`config.mk`:
```
export PLATFORM = sky130hd
export DESIGN_NAME = unipi_se_pwm_ramp
export DESIGN_NICKNAME = d
export VERILOG_FILES = /design/src/rtl/unipi_se_pwm_ramp.sv
export SDC_FILE = /design/constraint.sdc
export NUM_CORES = 1
export LEC_CHECK = 0
export CORE_MARGIN = 4
export CORE_UTILIZATION = 45
export DETAILED_ROUTE_END_ITERATION = 16
export SYNTH_ARGS = -nofsm -noshare
export SYNTH_HDL_FRONTEND = slang
export SYNTH_SLANG_ARGS = --single-unit
```
`constraint.sdc`:
```
create_clock -name clk -period 7.4 [get_ports clk]
set_clock_uncertainty 0.2 [all_clocks]
set_input_delay 1.48 -clock clk [delete_from_list [all_inputs] [get_ports clk]]
set_output_delay 1.48 -clock clk [all_outputs]
set_load 0.01 [all_outputs]
```
`src/rtl/unipi_se_pwm_ramp.sv`:
```
// unipi_se_pwm_ramp: walks a PWM slave's COMPARE register toward a CPU-programmed target in
// bounded steps at a fixed clock interval, optionally enabling the PWM first; rev 1.0
`default_nettype none

module unipi_se_pwm_ramp #(
  parameter logic [31:0] RESET_CURRENT  = 32'd0,
  parameter logic [31:0] RESET_INTERVAL = 32'd1000,
  parameter logic [1:0]  PWM_CTRL_ADDR  = 2'd0,
  parameter logic [1:0]  PWM_CMP_ADDR   = 2'd2
) (
  input  logic        clk,
  input  logic        reset_n,
  input  logic [2:0]  address,
  input  logic        read,
  input  logic        write,
  input  logic [31:0] writedata,
  output logic [31:0] readdata,
  output logic        irq,
  output logic [1:0]  m_address,
  output logic        m_write,
  output logic [31:0] m_writedata,
  input  logic        m_waitrequest
);

  typedef enum logic [2:0] {
    S_IDLE   = 3'd0,
    S_EN_WR  = 3'd1,
    S_WAIT   = 3'd2,
    S_CMP_WR = 3'd3,
    S_DONE   = 3'd4
  } state_t;

  // One bounded step from cur toward tgt; the 33-bit sum keeps an overshoot near 2^32 from wrapping.
  function automatic logic [31:0] step_toward(input logic [31:0] cur,
                                              input logic [31:0] tgt,
                                              input logic [31:0] stp);
    logic [32:0] sum;
    logic [31:0] gap;
    sum         = {1'b0, cur} + {1'b0, stp};
    gap         = cur - tgt;
    step_toward = tgt;
    if (stp != 32'd0) begin
      if (cur < tgt) begin
        if (sum < {1'b0, tgt}) step_toward = sum[31:0];
      end else if (cur > tgt) begin
        if (stp < gap) step_toward = cur - stp;
      end
    end
  endfunction

  state_t      state_q, state_d;
  logic [31:0] target_q, step_q, interval_q;
  logic [31:0] current_q, current_d;
  logic [31:0] next_q, next_d;
  logic [31:0] cnt_q, cnt_d;
  logic        auto_enable_q, irq_en_q;
  logic        done_q, done_d;
  logic        abort_q, abort_d;
  logic        m_write_q, m_write_d;
  logic [1:0]  m_address_q, m_address_d;
  logic [31:0] m_writedata_q, m_writedata_d;
  logic [31:0] readdata_q, readdata_d;
  logic        irq_q;

  logic        ctrl_wr, start_req, abort_req, busy, unused_read;
  logic [31:0] ival_eff, step_from_cur, step_from_next;

  assign unused_read    = read;
  assign ctrl_wr        = write && (address == 3'd0);
  assign abort_req      = ctrl_wr && writedata[1];
  assign start_req      = ctrl_wr && writedata[0] && !writedata[1];
  assign busy           = (state_q == S_EN_WR) || (state_q == S_WAIT) || (state_q == S_CMP_WR);
  assign ival_eff       = (interval_q == 32'd0) ? 32'd1 : interval_q;
  assign step_from_cur  = step_toward(current_q, target_q, step_q);
  assign step_from_next = step_toward(next_q, target_q, step_q);

  always_comb begin
    state_d       = state_q;
    current_d     = current_q;
    next_d        = next_q;
    cnt_d         = cnt_q;
    done_d        = done_q;
    abort_d       = abort_q;
    m_write_d     = m_write_q;
    m_address_d   = m_address_q;
    m_writedata_d = m_writedata_q;

    if (write && (address == 3'd1) && writedata[1]) done_d = 1'b0;
    if (!busy && write && (address == 3'd5)) current_d = writedata;

    case (state_q)
      S_IDLE, S_DONE: begin
        state_d = S_IDLE;
        abort_d = 1'b0;
        if (start_req) begin
          done_d = 1'b0;
          cnt_d  = ival_eff;
          if (writedata[2]) begin
            state_d       = S_EN_WR;
            m_write_d     = 1'b1;
            m_address_d   = PWM_CTRL_ADDR;
            m_writedata_d = 32'd1;
          end else begin
            state_d = S_WAIT;
          end
        end
      end

      S_EN_WR: begin
        if (abort_req) abort_d = 1'b1;
        if (!m_waitrequest) begin
          m_write_d = 1'b0;
          state_d   = (abort_q || abort_req) ? S_IDLE : S_WAIT;
        end
      end

      S_WAIT: begin
        if (abort_req) begin
          state_d = S_IDLE;
        end else if (current_q == target_q) begin
          state_d = S_DONE;
          done_d  = 1'b1;
        end else if (cnt_q <= 32'd1) begin
          state_d       = S_CMP_WR;
          next_d        = step_from_cur;
          m_write_d     = 1'b1;
          m_address_d   = PWM_CMP_ADDR;
          m_writedata_d = step_from_cur;
        end else begin
          cnt_d = cnt_q - 32'd1;
        end
      end

      S_CMP_WR: begin
        if (abort_req) abort_d = 1'b1;
        if (!m_waitrequest) begin
          current_d = next_q;
          if (abort_q || abort_req) begin
            m_write_d = 1'b0;
            state_d   = S_IDLE;
          end else if (next_q == target_q) begin
            m_write_d = 1'b0;
            state_d   = S_DONE;
            done_d    = 1'b1;
          end else if (ival_eff == 32'd1) begin
            // Back-to-back steps: keep the strobe up and present the following value directly.
            next_d        = step_from_next;
            m_writedata_d = step_from_next;
          end else begin
            // The accepting cycle counts as the first clock of the next interval.
            m_write_d = 1'b0;
            cnt_d     = ival_eff - 32'd1;
            state_d   = S_WAIT;
          end
        end
      end

      default: state_d = S_IDLE;
    endcase

    case (address)
      3'd0:    readdata_d = {28'd0, irq_en_q, auto_enable_q, 2'b00};
      3'd1:    readdata_d = {30'd0, done_q, busy};
      3'd2:    readdata_d = target_q;
      3'd3:    readdata_d = step_q;
      3'd4:    readdata_d = interval_q;
      3'd5:    readdata_d = current_q;
      default: readdata_d = 32'd0;
    endcase
  end

  always_ff @(posedge clk or negedge reset_n) begin
    if (!reset_n) begin
      state_q       <= S_IDLE;
      current_q     <= RESET_CURRENT;
      next_q        <= 32'd0;
      cnt_q         <= 32'd0;
      done_q        <= 1'b0;
      abort_q       <= 1'b0;
      m_write_q     <= 1'b0;
      m_address_q   <= 2'd0;
      m_writedata_q <= 32'd0;
      readdata_q    <= 32'd0;
      irq_q         <= 1'b0;
      target_q      <= 32'd0;
      step_q        <= 32'd0;
      interval_q    <= RESET_INTERVAL;
      auto_enable_q <= 1'b0;
      irq_en_q      <= 1'b0;
    end else begin
      state_q       <= state_d;
      current_q     <= current_d;
      next_q        <= next_d;
      cnt_q         <= cnt_d;
      done_q        <= done_d;
      abort_q       <= abort_d;
      m_write_q     <= m_write_d;
      m_address_q   <= m_address_d;
      m_writedata_q <= m_writedata_d;
      readdata_q    <= readdata_d;
      irq_q         <= done_q & irq_en_q;
      if (ctrl_wr) begin
        auto_enable_q <= writedata[2];
        irq_en_q      <= writedata[3];
      end
      if (write && (address == 3'd2)) target_q   <= writedata;
      if (write && (address == 3'd3)) step_q     <= writedata;
      if (write && (address == 3'd4)) interval_q <= writedata;
    end
  end

  assign readdata    = readdata_q;
  assign irq         = irq_q;
  assign m_write     = m_write_q;
  assign m_address   = m_address_q;
  assign m_writedata = m_writedata_q;

endmodule

`default_nettype wire
```
* Word level (Yosys, flattened, before mapping)
Cells that the tools add are included.
** Word-level totals
- Register bits :: 267
- Input bits :: 40
- Word-level logic and storage cells :: 169
** Operators by class
- $add $sub $neg :: 8
- Magnitude comparators :: 9
- Equality and inequality tests :: 27
- Multiplexer cells :: 74
- Bitwise gates (word level) :: 1
- Reductions and logical operators :: 34
** Operators with widths (count)
- 32-bit 2-to-1 mux :: 31
- 32-bit one-hot mux with 3 select lines :: 2
- 32-bit one-hot mux with 6 select lines :: 1
- 32-bit < comparator :: 4
- 32-bit subtractor :: 4
- 32-bit by 32-bit adder with 33-bit output :: 2
- 33-bit by 32-bit < comparator with 1-bit output :: 2
- 32-bit == test :: 2
- 32-bit greater-than comparator :: 2
- 32-bit one-hot mux with 2 select lines :: 1
- 32-bit by 1-bit subtractor with 32-bit output (second input constant) :: 2
- 32-bit by 1-bit == test with 1-bit output (second input constant) :: 1
- 32-bit by 1-bit less-or-equal comparator with 1-bit output (second input constant) :: 1
- 32-bit zero test :: 1
- 32-bit nonzero test :: 1
- 3-bit 2-to-1 mux :: 8
- 2-bit inequality test (second input constant) :: 10
- 1-bit 2-to-1 mux :: 18
- 9-bit AND reduction :: 2
- 2-bit 2-to-1 mux :: 8
- 3-bit by 2-bit == test with 1-bit output (second input constant) :: 4
- 3-bit one-hot mux with 4 select lines :: 1
- 1-bit logical AND :: 11
- 10-bit AND reduction :: 1
- 21 further kinds :: 33

* Longest topological paths before layout
- Word-level depth :: 11
- Depth in mapped cells :: 28
- Depth with buffers taken out :: 26

* Least setup slack after synthesis
Ideal clock, no wire load.
- Path kind :: flip-flop to flip-flop
- Start point :: register target_q[1]
- End point :: register m_writedata_q[20], in the netlist m_writedata[20]
- Library setup time :: 0.064 ns
- Arrival time :: 5.213 ns
- Data required time :: 7.136 ns
- Setup slack :: 1.923 ns
- Cell stages (with the launch flop) :: 26
- Path buffers :: 2
- Cell sequence :: dfrtp_1 -> inv_1 -> ha_1 -> nor2b_1 -> o31ai_1 -> or4b_1 -> a21oi_2 -> o21ai_2 -> a31oi_1 -> a21oi_1 -> a2111oi_1 -> nor3_1 -> a211oi_1 -> xnor2_1 -> ha_1 -> nand4_1 -> nor2_1 -> nand2_1 -> nor3_1 -> a31oi_1 -> o211ai_1 -> buf_2 -> clkbuf_1 -> o221ai_1 -> a311oi_1 -> a21o_1
** Between the ends
- Longest elaborated chain between the ends :: 11
- Elaborated cells on any way between the ends :: 33
- Classes of those cells :: add/sub (2); order compare (8); eq/ne (4); mux (18); reduce/logical (1)
** Ends and longest elaborated chain
- start: declaration :: RTL line 52 : logic [31:0] target_q, step_q, interval_q;
- start signal: assignment :: RTL line 206 : if (write && (address == 3'd2)) target_q <= writedata;
- 32-bit subtractor :: RTL line 40 : gap = cur - tgt;
- 32-bit < comparator :: RTL line 46 : if (stp < gap) step_toward = cur - stp;
- 32-bit 2-to-1 mux :: RTL line 46
- 32-bit 2-to-1 mux :: RTL line 45 : end else if (cur > tgt) begin
- 32-bit 2-to-1 mux :: RTL line 43 : if (cur < tgt) begin
- 32-bit 2-to-1 mux :: RTL line 42 : if (stp != 32'd0) begin
- 32-bit 2-to-1 mux :: RTL line 145 : end else if (ival_eff == 32'd1) begin
- 32-bit 2-to-1 mux :: RTL line 141 : end else if (next_q == target_q) begin
- 32-bit 2-to-1 mux :: RTL line 138 : if (abort_q || abort_req) begin
- 32-bit 2-to-1 mux :: RTL line 136 : if (!m_waitrequest) begin
- 32-bit one-hot mux with 3 select lines :: RTL line 91 : case (state_q)
- end signal: assignment :: RTL line 199 : m_writedata_q <= m_writedata_d;
- end: declaration :: RTL line 61 : logic [31:0] m_writedata_q, m_writedata_d;
Several ways; a longest one is shown, not always the timed one. The select of a mux whose other input is x is not followed.
A chain may end at the register's enable or synchronous reset.

* Worst setup path after layout
- Start point :: register step_q[10]
- End point :: register next_q[17]
** Between the ends
- Longest elaborated chain between the ends :: 10
- Elaborated cells on any way between the ends :: 27
- Classes of those cells :: add/sub (4); order compare (4); mux (18); reduce/logical (1)
** Ends and longest elaborated chain
- start: declaration :: RTL line 52
- start signal: assignment :: RTL line 207 : if (write && (address == 3'd3)) step_q <= writedata;
- 32-bit by 32-bit adder with 33-bit output, or another cell as far along :: RTL line 39 : sum = {1'b0, cur} + {1'b0, stp};
- 33-bit by 32-bit < comparator with 1-bit output or 32-bit 2-to-1 mux (tied branches) :: RTL line 44, 46
- 32-bit 2-to-1 mux (on tied branches) :: RTL line 44, 45
- 32-bit 2-to-1 mux :: RTL line 43
- 32-bit 2-to-1 mux :: RTL line 42
- 32-bit 2-to-1 mux :: RTL line 145
- 32-bit 2-to-1 mux :: RTL line 141
- 32-bit 2-to-1 mux :: RTL line 138
- 32-bit 2-to-1 mux :: RTL line 136
- 32-bit one-hot mux with 2 select lines * :: RTL line 91
- end signal: assignment :: RTL line 193 : next_q <= next_d;
- end: declaration :: RTL line 54 : logic [31:0] next_q, next_d;
Every way passes the cells marked *; elsewhere a longest branch is shown, timed or not. The select of a mux whose other input is x is not followed.

==> flow_summary.json <==
{
  "outcome": "complete, no violations",
  "cts.clk_slew.worst_paths_ps": 60,
  "criticalPathCategory": "reg2reg",
  "dp_worst_setup_slack_ps": 496,
  "p_int_w": 0.00864,
  "cts_tree": "done",
  "ys.flop_type": "dfrtp_1",
  "vdd_drop_max_mv": 0.323,
  "r2r-end": "next_q[17]$_DFFE_PN0P_",
  "dr.pass1.iters": 6,
  "grt_pass1_vias": 26402,
  "syn_area_per_cell_sq_um": 8.18,
  "drive_gt1_share_pct": 11.8,
  "hp-class": "reg2reg",
  "startpoint_type": "flop",
  "io_pins": 108,
  "fin_ws_ps": 323,
  "antenna_found_initial": 0,
  "viasPerCell": 6.41,
  "grt_max_degree": 123,
  "synth_seq_cells": 266,
  "core_area_sq_um": 60500,
  "cts_buffer_depth": 3,
  "synth_nets": 3726,
  "dp_hpwl_mm": 95.4,
  "cts_num_sinks": 266,
  "grt-ovfl-total": 0,
  "fin_cells": 4319,
  "placed_cells": 4253,
  "die_area_sq_um": 65100,
  "grt_setup_unrepaired": "no",
  "power_w": 0.0186,
  "max_freq_mhz": 141,
  "p_leak_nw": 14.2,
  "worstSetupEndpointType": "flop",
  "ys_top_cells_by_area": "dfrtp_1 (24%), ha_1 (14%), a21oi_1 (4.7%)",
  "reg2reg_from": "step_q[10]$_DFFE_PN0P_",
  "die_w_um": 255,
  "area_delta_synth_final_pct": 14.4,
  "tns_ps": 0,
  "min_period_ps": 7080,
  "fin_nets": 3873,
  "synth_top_cell_area_share_pct": 23.7,
  "seq_power_share_pct": 14.5,
  "crit_fanout": 13,
  "layout_common_cells": "nand2_1 (327), ha_1 (318), a21oi_1 (260), dfrtp_1 (260), o21ai_0 (250)",
  "drv_slew": 0,
  "worstMarginPinSlew_ps": 1180,
  "cp.required_ps": 7680,
  "root_buffer": "clkbuf_16",
  "syn_area_sq_um": 27500,
  "r2r_cells": 26,
  "synthDistinctLibCells": 124,
  "drc": 0,
  "via_count": 27700,
  "first_iter_violations": 3082,
  "clock_latency_ps": 600,
  "rows": 90,
  "power_density_nw_per_um2": 592,
  "synth_edf_count": 0,
  "yosysTopAreaCell": "dfrtp_1",
  "final_common_cell": "nand2_1",
  "drv_cap": 0,
  "wirelength_mm": 118,
  "hp-start": "m_writedata[15]$_DFFE_PN0P_",
  "track_usage_pct": 35.5,
  "yosysSeqAreaShare_pct": 24.2,
  "ctsHoldBuffers": 0,
  "grt_first_pass_wirelength_mm": 172,
  "cp.arrival_ps": 7360,
  "htreeDepth": 2,
  "syn_inst": 3362,
  "swShare_pct": 53.7,
  "start_util_pct": 45.5,
  "die_h_um": 255,
  "rrSetupSlack_ps": 320,
  "yosys_warnings": 0,
  "wl_per_cell_um": 27.4,
  "min_to": "m_writedata[15]$_DFFE_PN0P_",
  "diodes": 0,
  "p_switching_w": 0.0100,
  "fin_util_pct": 52.1,
  "portBuffers": 105,
  "ys_async_sr_fraction_pct": 100,
  "clkPwrFrac_pct": 10.0,
  "post_cts_resized": 0,
  "ant_nets": 0,
  "power_frac_comb_pct": 75.5,
  "finalCritPeriodShare_pct": 95.6,
  "hold_viol_final": 0,
  "gp_congestion": 1.03,
  "worstHoldPathCells": 1,
  "numCtsBuffers": 36,
  "postCtsSetupBuffers": 0,
  "slew-limit-headroom_pct": 21.4,
  "setup_viol": 0
}
how the worst max path moves through the flow:
| stage | from | end | slack (ps) | cells after the start |
|---|---|---|---|---|
| global route | current_q[9]$_DFF_PN0_ | m_writedata[17]$_DFFE_PN0P_ | 30 | 25 |
| global placement | step_q[0]$_DFFE_PN0P_ | next_q[17]$_DFFE_PN0P_ | 480 | 26 |
| floorplan | target_q[1]$_DFFE_PN0P_ | m_writedata[20]$_DFFE_PN0P_ | 1920 | 25 |
| CTS | current_q[9]$_DFF_PN0_ | next_q[31]$_DFFE_PN0P_ | 470 | 24 |
| finish | step_q[10]$_DFFE_PN0P_ | next_q[17]$_DFFE_PN0P_ | 320 | 26 |
| detailed placement | step_q[0]$_DFFE_PN0P_ | next_q[17]$_DFFE_PN0P_ | 500 | 26 |
cell usage after synthesis (all sizes together), types with 41 or more instances:
| cell | number |
|---|---|
| a21o | 100 |
| a21oi | 267 |
| a22oi | 69 |
| buf | 57 |
| clkbuf | 114 |
| dfrtp | 260 |
| ha | 318 |
| inv | 160 |
| mux2 | 67 |
| mux2i | 53 |
| nand2 | 331 |
| nand3 | 70 |
| nand4 | 41 |
| nor2 | 235 |
| nor3 | 78 |
| nor4 | 46 |
| o21ai | 289 |
| xnor2 | 116 |
| xor2 | 48 |
sequential cells by signal (all words and copies together) (netlist names):
name	count
irq	1
interval_q	32
done_q	1
m_writedata	32
auto_enable_q	1
cnt_q	32
next_q	32
current_q	32
state_q	3
abort_q	1
m_address	1
irq_en_q	1
step_q	32
readdata	32
m_write	1
target_q	32
per-layer routing:
layer	share of wire (%)	up-vias	track usage [%]
met5	0	-	0
met4	7.1	0	20.7
met2	45	1243	57.0
met3	6.4	300	4.61
met1	41	13394	46.0
li1	-	12763	-
critical path, stage by stage (launching register included):
cell,delay [ps]
dfrtp_1,380
inv_1,170
ha_1,410
or3b_1,400
a31oi_1,190
nor2_1,80
a211o_1,360
o21ai_2,340
a31o_4,260
o21ai_0,120
xnor2_1,410
inv_1,90
ha_1,310
a21oi_1,160
nor2b_1,60
a2111oi_0,570
o31ai_1,160
nor4_1,400
nand3_1,150
buf_4,170
a31oi_4,470
o21ai_1,240
buf_4,210
a22oi_1,200
o22ai_1,110
buf_4,190
a21o_1,150
power groups by stage:
stage | sequential (W) | clock, W | combinational (W)
final | 0.00270 | 0.00187 | 0.0141
after global routing | 0.00275 | 0.00196 | 0.0152
after CTS | 0.00269 | 0.00189 | 0.0138
after detailed placement | 0.00272 | 0 | 0.0137
after global placement | 0.00270 | 0 | 0.0135
after floorplan | 0.00246 | 0 | 0.00906
metrics by stage:
stage	hold slack [ps]	instance area [sq um]
finish	275	31500
floorplan	266	27500
global placement	258	30200
detailed placement	263	30200
global route	290	31500
CTS	277	31500
cells by family (layout without fill, tap and decap cells):
| group | Yosys count | after routing | share of synthesized area (%) |
|---|---|---|---|
| muxes | 120 | 120 | 4.67 |
| DFF | 266 | 266 | 24.2 |
| adders and majority gates | 324 | 324 | 14.9 |
| buffers and inverters | 332 | 507 | 4.93 |
| other | 1 | 1 | 0.0136 |
| AOI/OAI and AO/OA | 1142 | 1142 | 28.1 |
| xor gates and xnor gates | 164 | 164 | 5.22 |
| and+or+nand+nor | 1013 | 1013 | 18.0 |
area by class of cell:
cell class                 instances  area [sq um]
tap                              782           978
sequential                       266          6660
timing repair buffer             280          2440
multi-input combinational       2764         19500
clock inverter                    19           250
inverter                         161           604
fill                            5755         29000
clock buffer                      47           992
Note: power is estimated with default switching activity, not from simulation.
